`src/rtl/uart_mem_ctrl.sv`:
```
// uart_mem_ctrl: moves 32-bit words between a byte-wide UART and two word
// memories (instruction / data) so they can be loaded or dumped while the CPU
// is held off the memory ports.
//
// Ports
//   clk, reset          : rising-edge clock, asynchronous active-low reset
//   uart_on             : 1 hands both memories to the UART path
//   uart_mode           : 0 = load memory from RX, 1 = dump memory to TX
//   uart_ram_id         : 0 = instruction memory, 1 = data memory
//   rx_valid, rx_data   : one-cycle strobe with a received byte
//   tx_ready            : transmitter idle
//   tx_start, tx_data   : one-cycle transmit request with its byte
//   im_rdata, dm_rdata  : memory read data, valid one cycle after mem_addr
//   mem_addr, mem_wdata : UART-side word address and assembled write word
//   im_we, dm_we        : one-cycle write enables
//   uart_sel            : memory port mux select, 1 = UART side owns it
//   im_done, dm_done    : operation on that memory completed
module uart_mem_ctrl #(
  parameter int ADDR_W   = 8,
  parameter int IM_WORDS = 256,
  parameter int DM_WORDS = 256
) (
  input  logic              clk,
  input  logic              reset,
  input  logic              uart_on,
  input  logic              uart_mode,
  input  logic              uart_ram_id,
  input  logic              rx_valid,
  input  logic [7:0]        rx_data,
  input  logic              tx_ready,
  output logic              tx_start,
  output logic [7:0]        tx_data,
  input  logic [31:0]       im_rdata,
  input  logic [31:0]       dm_rdata,
  output logic [ADDR_W-1:0] mem_addr,
  output logic [31:0]       mem_wdata,
  output logic              im_we,
  output logic              dm_we,
  output logic              uart_sel,
  output logic              im_done,
  output logic              dm_done
);

  localparam logic [2:0] S_IDLE    = 3'd0;
  localparam logic [2:0] S_LOAD    = 3'd1;
  localparam logic [2:0] S_WRITE   = 3'd2;
  localparam logic [2:0] S_RD_ADDR = 3'd3;
  localparam logic [2:0] S_RD_WAIT = 3'd4;
  localparam logic [2:0] S_SEND    = 3'd5;
  localparam logic [2:0] S_TX_BUSY = 3'd6;
  localparam logic [2:0] S_DONE    = 3'd7;

  localparam logic [ADDR_W-1:0] IM_LAST = ADDR_W'(IM_WORDS - 1);
  localparam logic [ADDR_W-1:0] DM_LAST = ADDR_W'(DM_WORDS - 1);

  logic [2:0]  state;
  logic        id_q;          // memory selected when IDLE was left
  logic [1:0]  byte_cnt;
  logic [31:0] shreg;         // dump word, shifted right one byte per send
  logic        ready_dropped; // tx_ready has gone low since the last tx_start
  logic        last_addr;

  assign last_addr = (mem_addr == (id_q ? DM_LAST : IM_LAST));

  // The transfer direction is captured by which path IDLE branches into, so
  // only the memory select needs its own latch.
  always_ff @(posedge clk or negedge reset) begin
    if (!reset) begin
      state         <= S_IDLE;
      id_q          <= 1'b0;
      byte_cnt      <= '0;
      shreg         <= '0;
      ready_dropped <= 1'b0;
      mem_addr      <= '0;
      mem_wdata     <= '0;
      tx_data       <= '0;
      tx_start      <= 1'b0;
      im_we         <= 1'b0;
      dm_we         <= 1'b0;
      uart_sel      <= 1'b0;
      im_done       <= 1'b0;
      dm_done       <= 1'b0;
    end else begin
      im_we    <= 1'b0;
      dm_we    <= 1'b0;
      tx_start <= 1'b0;
      if (!uart_on) begin
        // Abort wins over everything, including a byte arriving this cycle.
        state    <= S_IDLE;
        uart_sel <= 1'b0;
      end else begin
        case (state)
          S_IDLE: begin
            id_q     <= uart_ram_id;
            mem_addr <= '0;
            byte_cnt <= '0;
            uart_sel <= 1'b1;
            if (uart_ram_id) dm_done <= 1'b0;
            else             im_done <= 1'b0;
            state <= uart_mode ? S_RD_ADDR : S_LOAD;
          end
          S_LOAD: begin
            if (rx_valid) begin
              mem_wdata[{byte_cnt, 3'b000} +: 8] <= rx_data;
              byte_cnt <= byte_cnt + 2'd1;
              if (byte_cnt == 2'd3) begin
                // Enable is registered so it is high exactly while in WRITE.
                im_we <= ~id_q;
                dm_we <= id_q;
                state <= S_WRITE;
              end
            end
          end
          S_WRITE: begin
            if (last_addr) begin
              state <= S_DONE;
            end else begin
              mem_addr <= mem_addr + 1'b1;
              state    <= S_LOAD;
            end
          end
          S_RD_ADDR: state <= S_RD_WAIT;
          S_RD_WAIT: begin
            shreg    <= id_q ? dm_rdata : im_rdata;
            byte_cnt <= '0;
            state    <= S_SEND;
          end
          S_SEND: begin
            if (tx_ready) begin
              tx_start      <= 1'b1;
              tx_data       <= shreg[7:0];
              shreg         <= {8'h00, shreg[31:8]};
              ready_dropped <= 1'b0;
              state         <= S_TX_BUSY;
            end
          end
          S_TX_BUSY: begin
            if (!tx_ready) begin
              ready_dropped <= 1'b1;
            end else if (ready_dropped) begin
              if (byte_cnt != 2'd3) begin
                byte_cnt <= byte_cnt + 2'd1;
                state    <= S_SEND;
              end else if (last_addr) begin
                state <= S_DONE;
              end else begin
                mem_addr <= mem_addr + 1'b1;
                state    <= S_RD_ADDR;
              end
            end
          end
          S_DONE: begin
            if (id_q) dm_done <= 1'b1;
            else      im_done <= 1'b1;
          end
          default: state <= S_IDLE;
        endcase
      end
    end
  end

endmodule

```
`config.mk`:
```
export PLATFORM = sky130hd
export DESIGN_NAME = uart_mem_ctrl
export DESIGN_NICKNAME = d
export VERILOG_FILES = /design/src/rtl/uart_mem_ctrl.sv
export SDC_FILE = /design/constraint.sdc
export NUM_CORES = 1
export LEC_CHECK = 0
export CORE_MARGIN = 8
export CORE_UTILIZATION = 44
export CTS_CLUSTER_DIAMETER = 120
export DETAILED_ROUTE_END_ITERATION = 7
export GPL_TIMING_DRIVEN = 0
export PLACE_DENSITY = 0.74
export SETUP_SLACK_MARGIN = 0.3
export SLEW_MARGIN = 30
export SYNTH_ARGS = -nofsm -noshare
export SYNTH_HDL_FRONTEND = slang
export SYNTH_SLANG_ARGS = --single-unit
```
`constraint.sdc`:
```
create_clock -name clk -period 1.8 [get_ports clk]
set_input_delay 0.54 -clock clk [delete_from_list [all_inputs] [get_ports clk]]
set_output_delay 0.54 -clock clk [all_outputs]
set_load 0.005 [all_outputs]
```
==> results.md, run 1 <==
* Via density at 5.47
* EDFF count, synth at 0
* Slew Viols, Final at 0
* Final Hold Viols at 0
* GPL Wtd Cong at 0.845
* Post-synthesis sequential area ratio at 49.3%
* Clock transition at the registers of the reported paths at 90 ps
* Ys Warns at 0
* Global-route wire length before repair at 22800 um
* Cells after Synth at 461
* Worst hold-check path type: input port to asynchronous set/reset pin
* Post-Synthesis Cell Area at 4720 um^2
* Total Wirelength at 15200 um
* H-tree lvl count at 3
* # rows at 38
* Core area at 10700 um^2
* CP Capture Type: register
* CP max FO at 8
* DRT iter0 DRCs at 308
* Cell variety after synth at 51
* Worst slew pin tran at 373 ps
* Crit path arrival time at 2140 ps
* Flops & latches, synth at 93
* Cell accounting for the most synthesized area: dfrtp_1
* R2r worst-path depth at 7
* Inserted Diodes at 0
* Power Density at 1250 nW/um^2
* Worst R2R Start: byte_cnt[0]
* Leak Pwr at 3.59 nW
* Top post-synthesis cells by area: dfrtp_1, mux2i_1, a21bo_2
* Finished Layout Cells at 829
* Post-CTS Hold Buffers at 0
* Reg-to-reg slack, setup at -30 ps
* Filler Cell Count at 730
* Placed instance count at 734
* Failing checks: negative setup slack
* Wire per inst at 18.3 um
* Max VDD drop at 0.490 mV
* Buffer levels on the longest clock path at 2
* Worst clock skew at 6.07 ps
* Final WS setup at -30.8 ps
* RSZ-0062 raised after global routing: yes
* Starting Density at 44.4%
* Final net count at 771
* DIE HEIGHT at 120 um
* Pin count of the biggest net entering global routing at 63
* Initial antenna violation count at 1
* Top cell type's share of synthesized area at 49.3%
* Critical path type: register to register
* # IOs at 133
* Fraction of registers with async set/reset at 100%
* CTS root buf: clkbuf_8
* Critical path required time at 2110 ps
* Die W at 120 um
* Vias in the first global route at 4589
* CTS sink cnt at 93
* Global-route usage over all layers at 19.3%
* Mapped Avg Cell Area at 10.2 um^2
* R2R Path End: mem_wdata[27]
* Slew headroom at 75.0%
* Clk_lat worst skew at 360 ps
* Number of buffers created by CTS at 9
* Max Cap Viol at 0
* Core Util, Final at 72.3%
* Status: finished with violations
* IO buf count at 132
* Die ar. at 14300 um^2
* Worst setup SP type: register
* TritonCTS clock tree: built
* Drt first pass iters at 4
* Layout area overhead at 63.0%
* Post-Syn Nets at 547
* Fin crit share at 102%
* Ratio of cells with drive above 1 in the final layout at 44.3%
* DRC at 0
* Fmax at 0.546 GHz
* Post-synth top flop: dfrtp_1
* Grt ovf at 0
* Vias at 4536
* Hpwl dp at 9770 um
* # setup viols final at 10
* Antenna Violating Nets Remaining at 0
* Fin crit period at 1830 ps
[flip-flops by register name, indices dropped and copies added (netlist names), 2 cells and up]
signal / flops
shreg: 32
byte_cnt: 2
tx_data: 8
state: 3
mem_wdata: 32
mem_addr: 8
[metal layers]
metal / vias to the layer above / track usage, % / wire [um]
li1: 2127 / - / -
met1: 2242 / 23.4 / 6160
met2: 141 / 33.5 / 7890
met3: 24 / 3.66 / 837
met4: 2 / 7.10 / 282
met5: - / 0 / 8
[final cells by class]
type | instances | area [um^2] | area share [%]
multi-input combinational | 330 | 2820 | 36.6
sequential | 93 | 2330 | 30.3
timing repair buffer | 213 | 1870 | 24.3
buffer | 31 | 282 | 3.66
tap | 140 | 175 | 2.27
clock buffer | 14 | 163 | 2.11
clock inverter | 1 | 30.0 | 0.390
inverter | 7 | 30.0 | 0.390
[how the worst max path moves through the flow]
stage                start       endpoint  slack (ps)  cells past startpoint
5_1_grt        byte_cnt[0]  mem_wdata[26]        -130                      7
2_1_floorplan  byte_cnt[0]       state[1]         100                      5
6_report       byte_cnt[0]  mem_wdata[27]         -30                      7
4_1_cts        byte_cnt[0]       state[1]          20                      5
3_3_place_gp         reset    byte_cnt[0]       -3370                      1
3_5_place_dp      tx_ready       shreg[2]        -540                      5
[Yosys cell counts, types with 2 or more instances]
master / count
a211oi_1: 2
a21bo_2: 33
a21oi_1: 26
and3_1: 3
and4_1: 2
buf_2: 13
buf_4: 4
clkbuf_1: 13
dfrtp_1: 93
ha_1: 7
inv_1: 7
mux2_2: 8
mux2i_1: 37
nand2_1: 55
nand2b_1: 4
nand3_1: 4
nand3b_1: 4
nand4_1: 34
nor2_1: 28
nor2b_1: 3
nor3_1: 6
nor3b_1: 4
o21ai_0: 33
o22a_1: 4
o31ai_1: 8
[power breakdown]
group	total [mW]	switching (mW)	leakage, nW	internal, mW
combinational	5.04	2.41	2.26	2.63
clock	1.42	0.708	0.0968	0.714
sequential	3.16	0.463	1.23	2.70
total	9.63	3.58	3.59	6.05
[kinds of logic after synthesis]
logic type                 count (synthesis)  share of synthesized area (%)
AOI/OAI and AO/OA                        122                           18.6
adders and majority gates                  7                           1.85
buffers and inverters                     38                           3.84
DFF                                       93                           49.3
muxes                                     45                           9.75
and+or+nand+nor                          156                           16.7
[metrics by stage]
| step | setup slack [ps] | power (mW) | hold slack [ps] | TNS, ps | area (um^2) |
|---|---|---|---|---|---|
| 4_1_cts | 15.2 | 8.56 | 56.6 | 0 | 7080 |
| 3_3_place_gp | -3370 | 6.30 | 461 | -311470 | 6330 |
| 3_5_place_dp | -536 | 6.43 | 449 | -31370 | 6360 |
| 6_report | -30.8 | 9.63 | 52.1 | -122 | 7700 |
| 5_1_grt | -134 | 10.2 | 65.3 | -1770 | 7700 |
| 2_1_floorplan | 98.8 | 5.17 | 244 | 0 | 4830 |
[worst max-delay path: stages, from the launching register on]
cell and delay, ps:
dfrtp_2 440, buf_12 120, clkinvlp_4 120, buf_6 150, ha_4 190, nor3_4 350
nand4_1 160, a21bo_2 230
[placed cells by master (no fill, tap or decap), types with 5 or more instances in the layout]
master	instances
buf_4	58
o31ai_4	7
a21bo_2	33
mux2_4	8
nand2_1	49
dfrtp_1	90
nand4_1	34
clkbuf_8	11
o21ai_1	23
buf_2	41
inv_1	6
buf_8	6
buf_6	27
clkbuf_1	5
nand2_2	6
nor2_4	12
mux2i_1	37
o21ai_0	10
clkdlybuf4s50_1	75
clkbuf_2	21
a21oi_2	20
nor2_1	16
[timing repair]
item | 4_1_cts | 5_1_grt
resized for setup | 249 | 162
cloned | 2 | 3
setup buffers | 58 | 17
endpoints found under the setup margin | 145 | 106
pin swaps | 19 | 55
No activity file was read; power rests on OpenSTA's default activity.
==> run 2, diff against run 1 <==
Settings changed: HOLD_SLACK_MARGIN set to 0.06.
==> run 2 against run 1 <==
Effect of this change: the flow still finishes with violations (negative setup slack); maximum frequency barely moved; register-to-register slack barely moved; sequential share of layout area barely moved; routed wire length barely moved; first-iteration DRC count rose by 4.2%; utilization rose by 0.094 points; clock-buffer cell count did not move; critical path depth did not move; worst setup slack barely moved; clock skew fell by 1.4 ps; global-route usage rose by 0.060 points; clock power barely moved; largest power group unchanged; highest routed layer unchanged.
==> results.md, run 2 (same netlist as run 1, synthesis figures left out) <==
* Status: finished with violations
* Failing checks: negative setup slack
* Placement Setup Slack at -536 ps (unchanged)
* Most common cell after layout, fill and taps aside: dfrtp_1
* Largest regs: mem_wdata: 32 flops, shreg: 32 flops
* Number of buffers created by CTS at 9 (unchanged)
* Vias at 4546 (+0.22%)
* Pin count of the biggest net entering global routing at 63 (unchanged)
* Vias in the first global route at 4593 (+0.087%)
* Core area at 10700 um^2 (unchanged)
* Wire per inst at 18.3 um (about the same)
* Worst hold-check path type: register to register
* Grt ovf at 0 (unchanged)
* Buffer levels on the longest clock path at 2 (unchanged)
* Fin crit period at 1830 ps (+0.392 ps)
* Die ar. at 14300 um^2 (unchanged)
* CP peak stage delay at 440 ps (about the same)
* CTS sink cnt at 93 (unchanged)
* Clk_lat worst skew at 360 ps (about the same)
* Hpwl dp at 9770 um (unchanged)
* Final Hold Viols at 0 (unchanged)
* Via density at 5.48 (about the same)
* Crit path arrival time at 2140 ps (about the same)
* # setup viols final at 10 (unchanged)
* CP max-delay cell: dfrtp_2
* Die W at 120 um (unchanged)
* Fmax at 0.546 GHz (about the same)
* H-tree lvl count at 3 (unchanged)
* Slew headroom at 74.5% (-0.50 points)
* Global-route wire length before repair at 22900 um (+0.27%)
* Critical path required time at 2110 ps (about the same)
* Inserted Diodes at 0 (unchanged)
* Core Util, Final at 72.4% (+0.094 points)
* # rows at 38 (unchanged)
* Final WS setup at -31.2 ps (-0.392 ps)
* Final net count at 772 (+0.13%)
* Layout area overhead at 63.2%
* TritonCTS clock tree: built
* CTS root buf: clkbuf_8
* Global-route usage over all layers at 19.4% (+0.060 points)
* IO buf count at 132 (unchanged)
* Crit path buffers/inverters at 3 (unchanged)
* CP Capture Type: register
* Leak Pwr at 3.59 nW (+0.12%)
* Initial antenna violation count at 1 (unchanged)
* CP top delay family: simple AND/OR/NAND/NOR gates
* Starting Density at 44.4% (unchanged)
* DRC at 0 (unchanged)
* Finished Layout Cells at 830 (+0.12%)
* Most frequent cells in the layout: dfrtp_1, clkdlybuf4s50_1, buf_4
* # IOs at 133 (unchanged)
* Worst clock skew at 4.67 ps (-1.40 ps)
* Placed instance count at 734 (unchanged)
* DIE HEIGHT at 120 um (unchanged)
* DRT iter0 DRCs at 321 (+4.2%)
* Worst slew pin tran at 382 ps (+8.91 ps)
* Power Density at 1250 nW/um^2 (about the same)
* Fin crit share at 102% (about the same)
* Reg-to-reg slack, setup at -30 ps (about the same)
* Ratio of cells with drive above 1 in the final layout at 44.2% (-0.064 points)
* Antenna Violating Nets Remaining at 0 (unchanged)
* Worst setup SP type: register
* Total Wirelength at 15200 um (about the same)
* Drt first pass iters at 5 (+1)
* Slew Viols, Final at 0 (unchanged)
* Worst path cell trace: buf_12, clkinvlp_4, buf_6, ha_4, nor3_4, nand4_1, a21bo_2
* CP max FO at 8 (unchanged)
* Clock transition at the registers of the reported paths at 90 ps (about the same)
* RSZ-0062 raised after global routing: yes
* Max Cap Viol at 0 (unchanged)
* Setup TNS at -140 ps (-17.2 ps)
* GPL Wtd Cong at 0.845 (unchanged)
* Critical path type: register to register
* Max VDD drop at 0.491 mV (+0.19%)
[run 2: cell types whose count changed in the layout (fill, tap and decap cells not counted), sizes merged]
cell / change
dlygate4sd3: +1
[run 2: layout make-up]
class | count | area, um^2
clock buffer | 14 | 163
clock inverter | 1 | 30.0
tap | 140 | 175
buffer | 31 | 282
fill | 728 | 2940
sequential | 93 | 2330
timing repair buffer | 214 | 1880
inverter | 7 | 30.0
multi-input combinational | 330 | 2820
[run 2: repair_timing]
action | in CTS | in global routing
setup buffers | 58 | 17
gates resized for setup | 249 | 162
hold buffers | 1 | 0
gates cloned | 2 | 3
pin swaps | 19 | 55
hold endpoints to repair | 7 | 0
setup endpoints to repair | 145 | 106
[run 2: stage by stage]
stage | hold WS [ps] | total power, mW | area, um^2
after detailed placement | 449 | 6.43 | 6360
after global routing | 499 | 10.2 | 7710
after global placement | 461 | 6.30 | 6330
after floorplan | 244 | 5.17 | 4830
final | 490 | 9.63 | 7710
after CTS | 488 | 8.56 | 7090
[run 2: final timing paths]
kind,startpoint,to,cells after the start
min in group asynchronous,reset,mem_wdata[15],2
max reg2reg,byte_cnt[0],mem_wdata[26],7
max,byte_cnt[0],mem_wdata[26],7
min,mem_wdata[3],mem_wdata[3],1
max in group asynchronous,reset,shreg[26],3
min reg2reg,mem_wdata[3],mem_wdata[3],1
[run 2: metal layers]
layer / global-route usage [%] / vias up / share of wire (%)
met5: 0 / - / 0.053
met3: 3.71 / 22 / 5.0
met1: 23.4 / 2254 / 41
li1: - / 2128 / -
met4: 7.10 / 2 / 1.7
met2: 33.6 / 140 / 52
[run 2: where the power goes]
part           leakage (nW)  internal (mW)  switching (mW)
clock                0.0968          0.714           0.708
combinational          2.27           2.63            2.41
sequential             1.23           2.70           0.462
total                  3.59           6.05            3.58
==> run 3, diff against run 2 <==
Settings changed: RECOVER_POWER set to 100.
==> run 3 against run 2 <==
Effect of this change: register-to-register slack hardly changed; sequential cell count stayed put; die area stayed put; the flow still finishes with violations (negative setup slack); critical path type unchanged.
==> results.md, run 3 (same netlist as run 1, synthesis figures left out) <==
* Max Cap Viol at 0 (unchanged)
* # IOs at 133 (unchanged)
* # setup viols final at 10 (unchanged)
* CP max-delay cell: dfrtp_2
* Global-route usage over all layers at 19.4% (unchanged)
* Initial antenna violation count at 1 (unchanged)
* Fmax at 0.546 GHz (about the same)
* Fin crit share at 102% (about the same)
* DIE HEIGHT at 120 um (unchanged)
* Clk_lat worst skew at 360 ps (about the same)
* Reg-to-reg slack, setup at -30 ps (about the same)
* DRT iter0 DRCs at 326 (+1.6%)
* Vias in the first global route at 4593 (unchanged)
* Worst slew pin tran at 866 ps (+484 ps)
* Most frequent cells in the layout: dfrtp_1, clkdlybuf4s50_1, buf_4
* CTS sink cnt at 93 (unchanged)
* Worst path cell trace: buf_12, clkinvlp_4, buf_6, ha_4, nor3_4, nand4_1, a21bo_2
* Core Util, Final at 71.0% (-1.4 points)
* Final WS setup at -32.8 ps (-1.61 ps)
* Placed cell areas at 6360 um^2 (unchanged)
* GPL Wtd Cong at 0.845 (unchanged)
* Leak Pwr at 3.38 nW (-5.9%)
* Buffer levels on the longest clock path at 2 (unchanged)
* Worst hold-check path type: register to register
* IO buf count at 132 (unchanged)
* Final Hold Viols at 0 (unchanged)
* RSZ-0062 raised after global routing: yes
* Critical path type: register to register
* Failing checks: negative setup slack
* Die ar. at 14300 um^2 (unchanged)
* Crit path arrival time at 2140 ps (about the same)
* Placement Setup Slack at -536 ps (unchanged)
* Die W at 120 um (unchanged)
* Worst setup SP type: register
* Antenna Violating Nets Remaining at 0 (unchanged)
* DRC at 0 (unchanged)
* CTS root buf: clkbuf_8
* Slew Viols, Final at 0 (unchanged)
* Drt first pass iters at 4 (-1)
* Total power at 9.48 mW (-1.6%)
* Worst clock skew at 5.51 ps (+0.841 ps)
* CP max FO at 8 (unchanged)
* Most common cell after layout, fill and taps aside: dfrtp_1
* Core area at 10700 um^2 (unchanged)
* H-tree lvl count at 3 (unchanged)
* Starting Density at 44.4% (unchanged)
* # rows at 38 (unchanged)
* CP Capture Type: register
* Crit path buffers/inverters at 3 (unchanged)
* CP peak stage delay at 440 ps (about the same)
* Design area at 7570 um^2 (-1.9%)
* Critical path required time at 2110 ps (about the same)
* Pin count of the biggest net entering global routing at 63 (unchanged)
* Final net count at 772 (unchanged)
* Max VDD drop at 0.490 mV (about the same)
* Total Wirelength at 15200 um (about the same)
* TritonCTS clock tree: built
* Clock transition at the registers of the reported paths at 90 ps (about the same)
* Inserted Diodes at 0 (unchanged)
* Grt ovf at 0 (unchanged)
* Slew headroom at 42.3% (-32 points)
* Fin crit period at 1830 ps (+1.61 ps)
* Setup TNS at -164 ps (-24.0 ps)
* Power Density at 1250 nW/um^2 (+0.31%)
* Via density at 5.47 (about the same)
* Global-route wire length before repair at 22900 um (unchanged)
* Number of buffers created by CTS at 9 (unchanged)
* Largest regs: mem_wdata: 32 flops, shreg: 32 flops
* Ratio of cells with drive above 1 in the final layout at 36.5% (-7.7 points)
* Wire per inst at 18.3 um (about the same)
* Layout area overhead at 60.1%
* CP top delay family: simple AND/OR/NAND/NOR gates
* Status: finished with violations
* Hpwl dp at 9770 um (unchanged)
* Vias at 4542 (-0.088%)
[run 3: cell count changes in the layout (fill, tap and decap cells not counted), sizes merged]
cell and delta:
clkdlybuf4s15 +1, clkbuf +39, buf -40
[run 3: per-layer routing]
layer	share of wire, %	up-vias	wire length [um]	GRT usage, %
met5	0.053	-	8	0
met4	1.7	2	263	7.10
met3	5.1	24	778	3.71
met2	52	131	7910	33.6
met1	41	2251	6240	23.4
li1	-	2134	-	-
[run 3: path summary, 6_finish.rpt]
kind                                     from       endpoint  depth (start not counted)
worst max-delay path              byte_cnt[0]  mem_wdata[26]                          7
worst min-delay path            mem_wdata[13]  mem_wdata[13]                          1
worst max register to register    byte_cnt[0]  mem_wdata[26]                          7
worst min register to register  mem_wdata[13]  mem_wdata[13]                          1
max in group asynchronous               reset      shreg[24]                          3
min in group asynchronous               reset  mem_wdata[15]                          2
[run 3: repair_timing]
item	CTS	global route
setup buffers	58	17
endpoints found under the setup margin	145	106
gates cloned	2	3
hold buffers	1	0
hold endpoints to repair	7	0
resized for setup	249	162
pin swaps	19	55
[run 3: area by class of cell]
cell class	count	area, um^2
buffer	31	264
clock buffer	14	163
clock inverter	1	30.0
fill	764	3080
inverter	7	30.0
multi-input combinational	330	2800
sequential	93	2330
tap	140	175
timing repair buffer	214	1780
[run 3: report_power, final]
part	switching, mW	internal, mW	total [mW]
Sequential	0.460	2.70	3.16
Clock	0.708	0.714	1.42
Combinational	2.39	2.51	4.90
[run 3: stage by stage]
step	hold slack [ps]	cells
floorplan	244	461
global placement	461	733
detailed placement	449	734
CTS	488	810
global route	504	830
finish	492	830
==> RTL change (config.mk and constraints of run 2) <==
Register the input `uart_mode` before use. The logic sees it one clock later. The other inputs are not delayed to match.
--- a/src/rtl/uart_mem_ctrl.sv
+++ b/src/rtl/uart_mem_ctrl.sv
@@ -54,4 +54,10 @@
   localparam logic [ADDR_W-1:0] DM_LAST = ADDR_W'(DM_WORDS - 1);
 
+  logic uart_mode_q;
+
+  always_ff @(posedge clk) begin
+    uart_mode_q <= uart_mode;
+  end
+
   logic [2:0]  state;
   logic        id_q;          // memory selected when IDLE was left
@@ -98,5 +104,5 @@
             if (uart_ram_id) dm_done <= 1'b0;
             else             im_done <= 1'b0;
-            state <= uart_mode ? S_RD_ADDR : S_LOAD;
+            state <= uart_mode_q ? S_RD_ADDR : S_LOAD;
           end
           S_LOAD: begin
Behaviour: not the same (Yosys sat finds a counterexample within 4 cycles, from zero or initial values and one cycle with reset low).
==> RTL change against run 2 <==
- final area fell by 10%
- critical path depth shrank 2
- fmax increased by 4.4%
- hold slack worse by 0.0069 ns
- power decreased by 15%
- critical endpoint is now state[1]
- cell count decreased by 3.6%
- via count is 6.2% lower
- wire length decreased by 13%
- first-iteration DRC count decreased by 7.2%
- sequential cell count is 1 higher
- area after synthesis grew 0.42%
- setup slack better by 0.077 ns
- clock power decreased by 12%
==> RTL change: results <==
[timing]
finalClockSkew_ns = 0.00573
tightest_slew_ns = 0.355

[cts]
cts_inserted_buffers = 9
clockBufferDepth = 2
clk_latency_ns = 0.37
cts-root-buf = clkbuf_8
clkTransAtPathRegs_ns = 0.08
cts.htree.levels = 3

[placement]
dp.cells = 735
place.gp.congestion = 0.843
dpl.hpwl_mm = 9.74
io_buffer_count = 132

[min_path]
hp-class = reg -> reg

[final_layout]
n_antenna_cell = 0
layout-drive-gt1-share_pct = 34.1
reg_top3 = mem_wdata: 32 flops, shreg: 32 flops
fillers = 857

[synth]
synth_commonest_cells = dfrtp_1 (93), nand2_1 (55), mux2i_1 (37), nand4_1 (34)
yosys-top-cells-area = dfrtp_1 (49%), mux2i_1 (7.8%), a21bo_2 (7.0%), nand4_1 (4.5%), nand2_1 (4.4%)
yosysWarnings = 0
syn_nets = 548
synthXorXnorAreaFrac_pct = 0
synth_compound_area_share_pct = 18.5
yosysSeqAreaShare_pct = 49.5
muxShareOfSynthArea_pct = 9.70
synth_area_per_cell_um2 = 10.3
synth_cell_types = 52
async_reset_ff_share_pct = 98.9
ys.flop_type = dfrtp_1
synthAdderAreaFrac_pct = 1.85

[grt]
antenna_found_initial = 0
grt_pass1_wl_mm = 22.1
grt_pass1_vias = 4373
grt_max_degree = 71
track_usage_pct = 18.8

[route]
wirelength_mm = 13.2
first_pass_iters = 4
via_per_inst = 5.33
wl_per_cell_um = 16.5
dr.first_iter.drc_count = 298

[pwr]
ir_drop_mv = 0.481
leakagePower_nw = 3.33

[status]
outcome = complete, no violations

[setup_path]
critPathMaxFanout = 4
cp.arrival_ns = 2.01
-- RTL change: cell types whose count changed in the layout (fill, tap and decap cells not counted), moves of 7 or more --
cell      delta
nor2_1      +11
mux2_2       +8
a21oi_2     -20
o21ai_0     +23
buf_4        -9
buf_6       -12
o31ai_4      -7
mux2_4       -8
a21oi_1     +24
buf_2       +15
nor2_4      -10
clkbuf_2    -13
o31ai_1      +8
o21ai_1     -23
-- RTL change: report_power, final --
group / internal (W) / switching (W) / total [W]
registers: 0.00272 / 0.000380 / 0.00310
logic: 0.00191 / 0.00189 / 0.00380
clock network: 0.000556 / 0.000691 / 0.00125
-- RTL change: through the flow --
step / area (um^2) / hold WS (ns) / utilization, % / worst slack [ns] / power, W
after floorplan: 4850 / 0.244 / - / 0.0988 / 0.00519
after global placement: 6350 / 0.462 / 59.3 / -3.41 / 0.00633
after detailed placement: 6380 / 0.417 / 59.6 / -0.569 / 0.00645
after CTS: 6860 / 0.486 / 64.2 / 0.0462 / 0.00809
after global routing: 6910 / 0.513 / 64.6 / -0.0208 / 0.00873
final: 6910 / 0.484 / 64.6 / 0.0455 / 0.00815
-- RTL change: path summary, 6_finish.rpt --
path	end	from	cells after the start	slack, ns
setup / recovery	state[1]	byte_cnt[0]	5	0.05
min in group asynchronous	mem_wdata[14]	reset	2	0.60
setup reg to reg	state[1]	byte_cnt[0]	5	0.05
hold / removal	shreg[6]	shreg[6]	2	0.48
hold reg to reg	shreg[6]	shreg[6]	2	0.48
max in group asynchronous	shreg[19]	reset	3	0.60
-- RTL change: per-layer routing --
layer,vias up,share of wire (%),global-route usage (%)
li1,2073,-,-
met2,143,49,31.5
met1,2034,43,23.5
met3,15,5.6,3.38
met5,-,0,0
met4,0,1.8,7.57
-- RTL change: repair_timing --
item	4_1_cts	5_1_grt
gates resized for setup	268	17
buffers inserted	49	2
pin swaps	25	19
hold buffers	1	0
endpoints found under the setup margin	144	91
gates cloned	0	0
hold endpoints to repair	23	0
-- RTL change: worst max-delay path, stage by stage (launching register included) --
cell and delay, ns:
dfrtp_2 0.46, ha_4 0.17, or4b_4 0.48, o211a_4 0.17, a21boi_1 0.13, o221a_1 0.25
-- RTL change: final cells by class --
class	instances	area, um^2	share of cell area [%]
multi-input cells	330	2440	35.3
plain buffers	31	225	3.26
flip-flops and latches	94	2350	34.0
well taps	140	175	2.53
clock inverters	1	7.51	0.109
repair buffers	185	1530	22.1
clock buffers	12	155	2.24
inverters	7	30.0	0.434
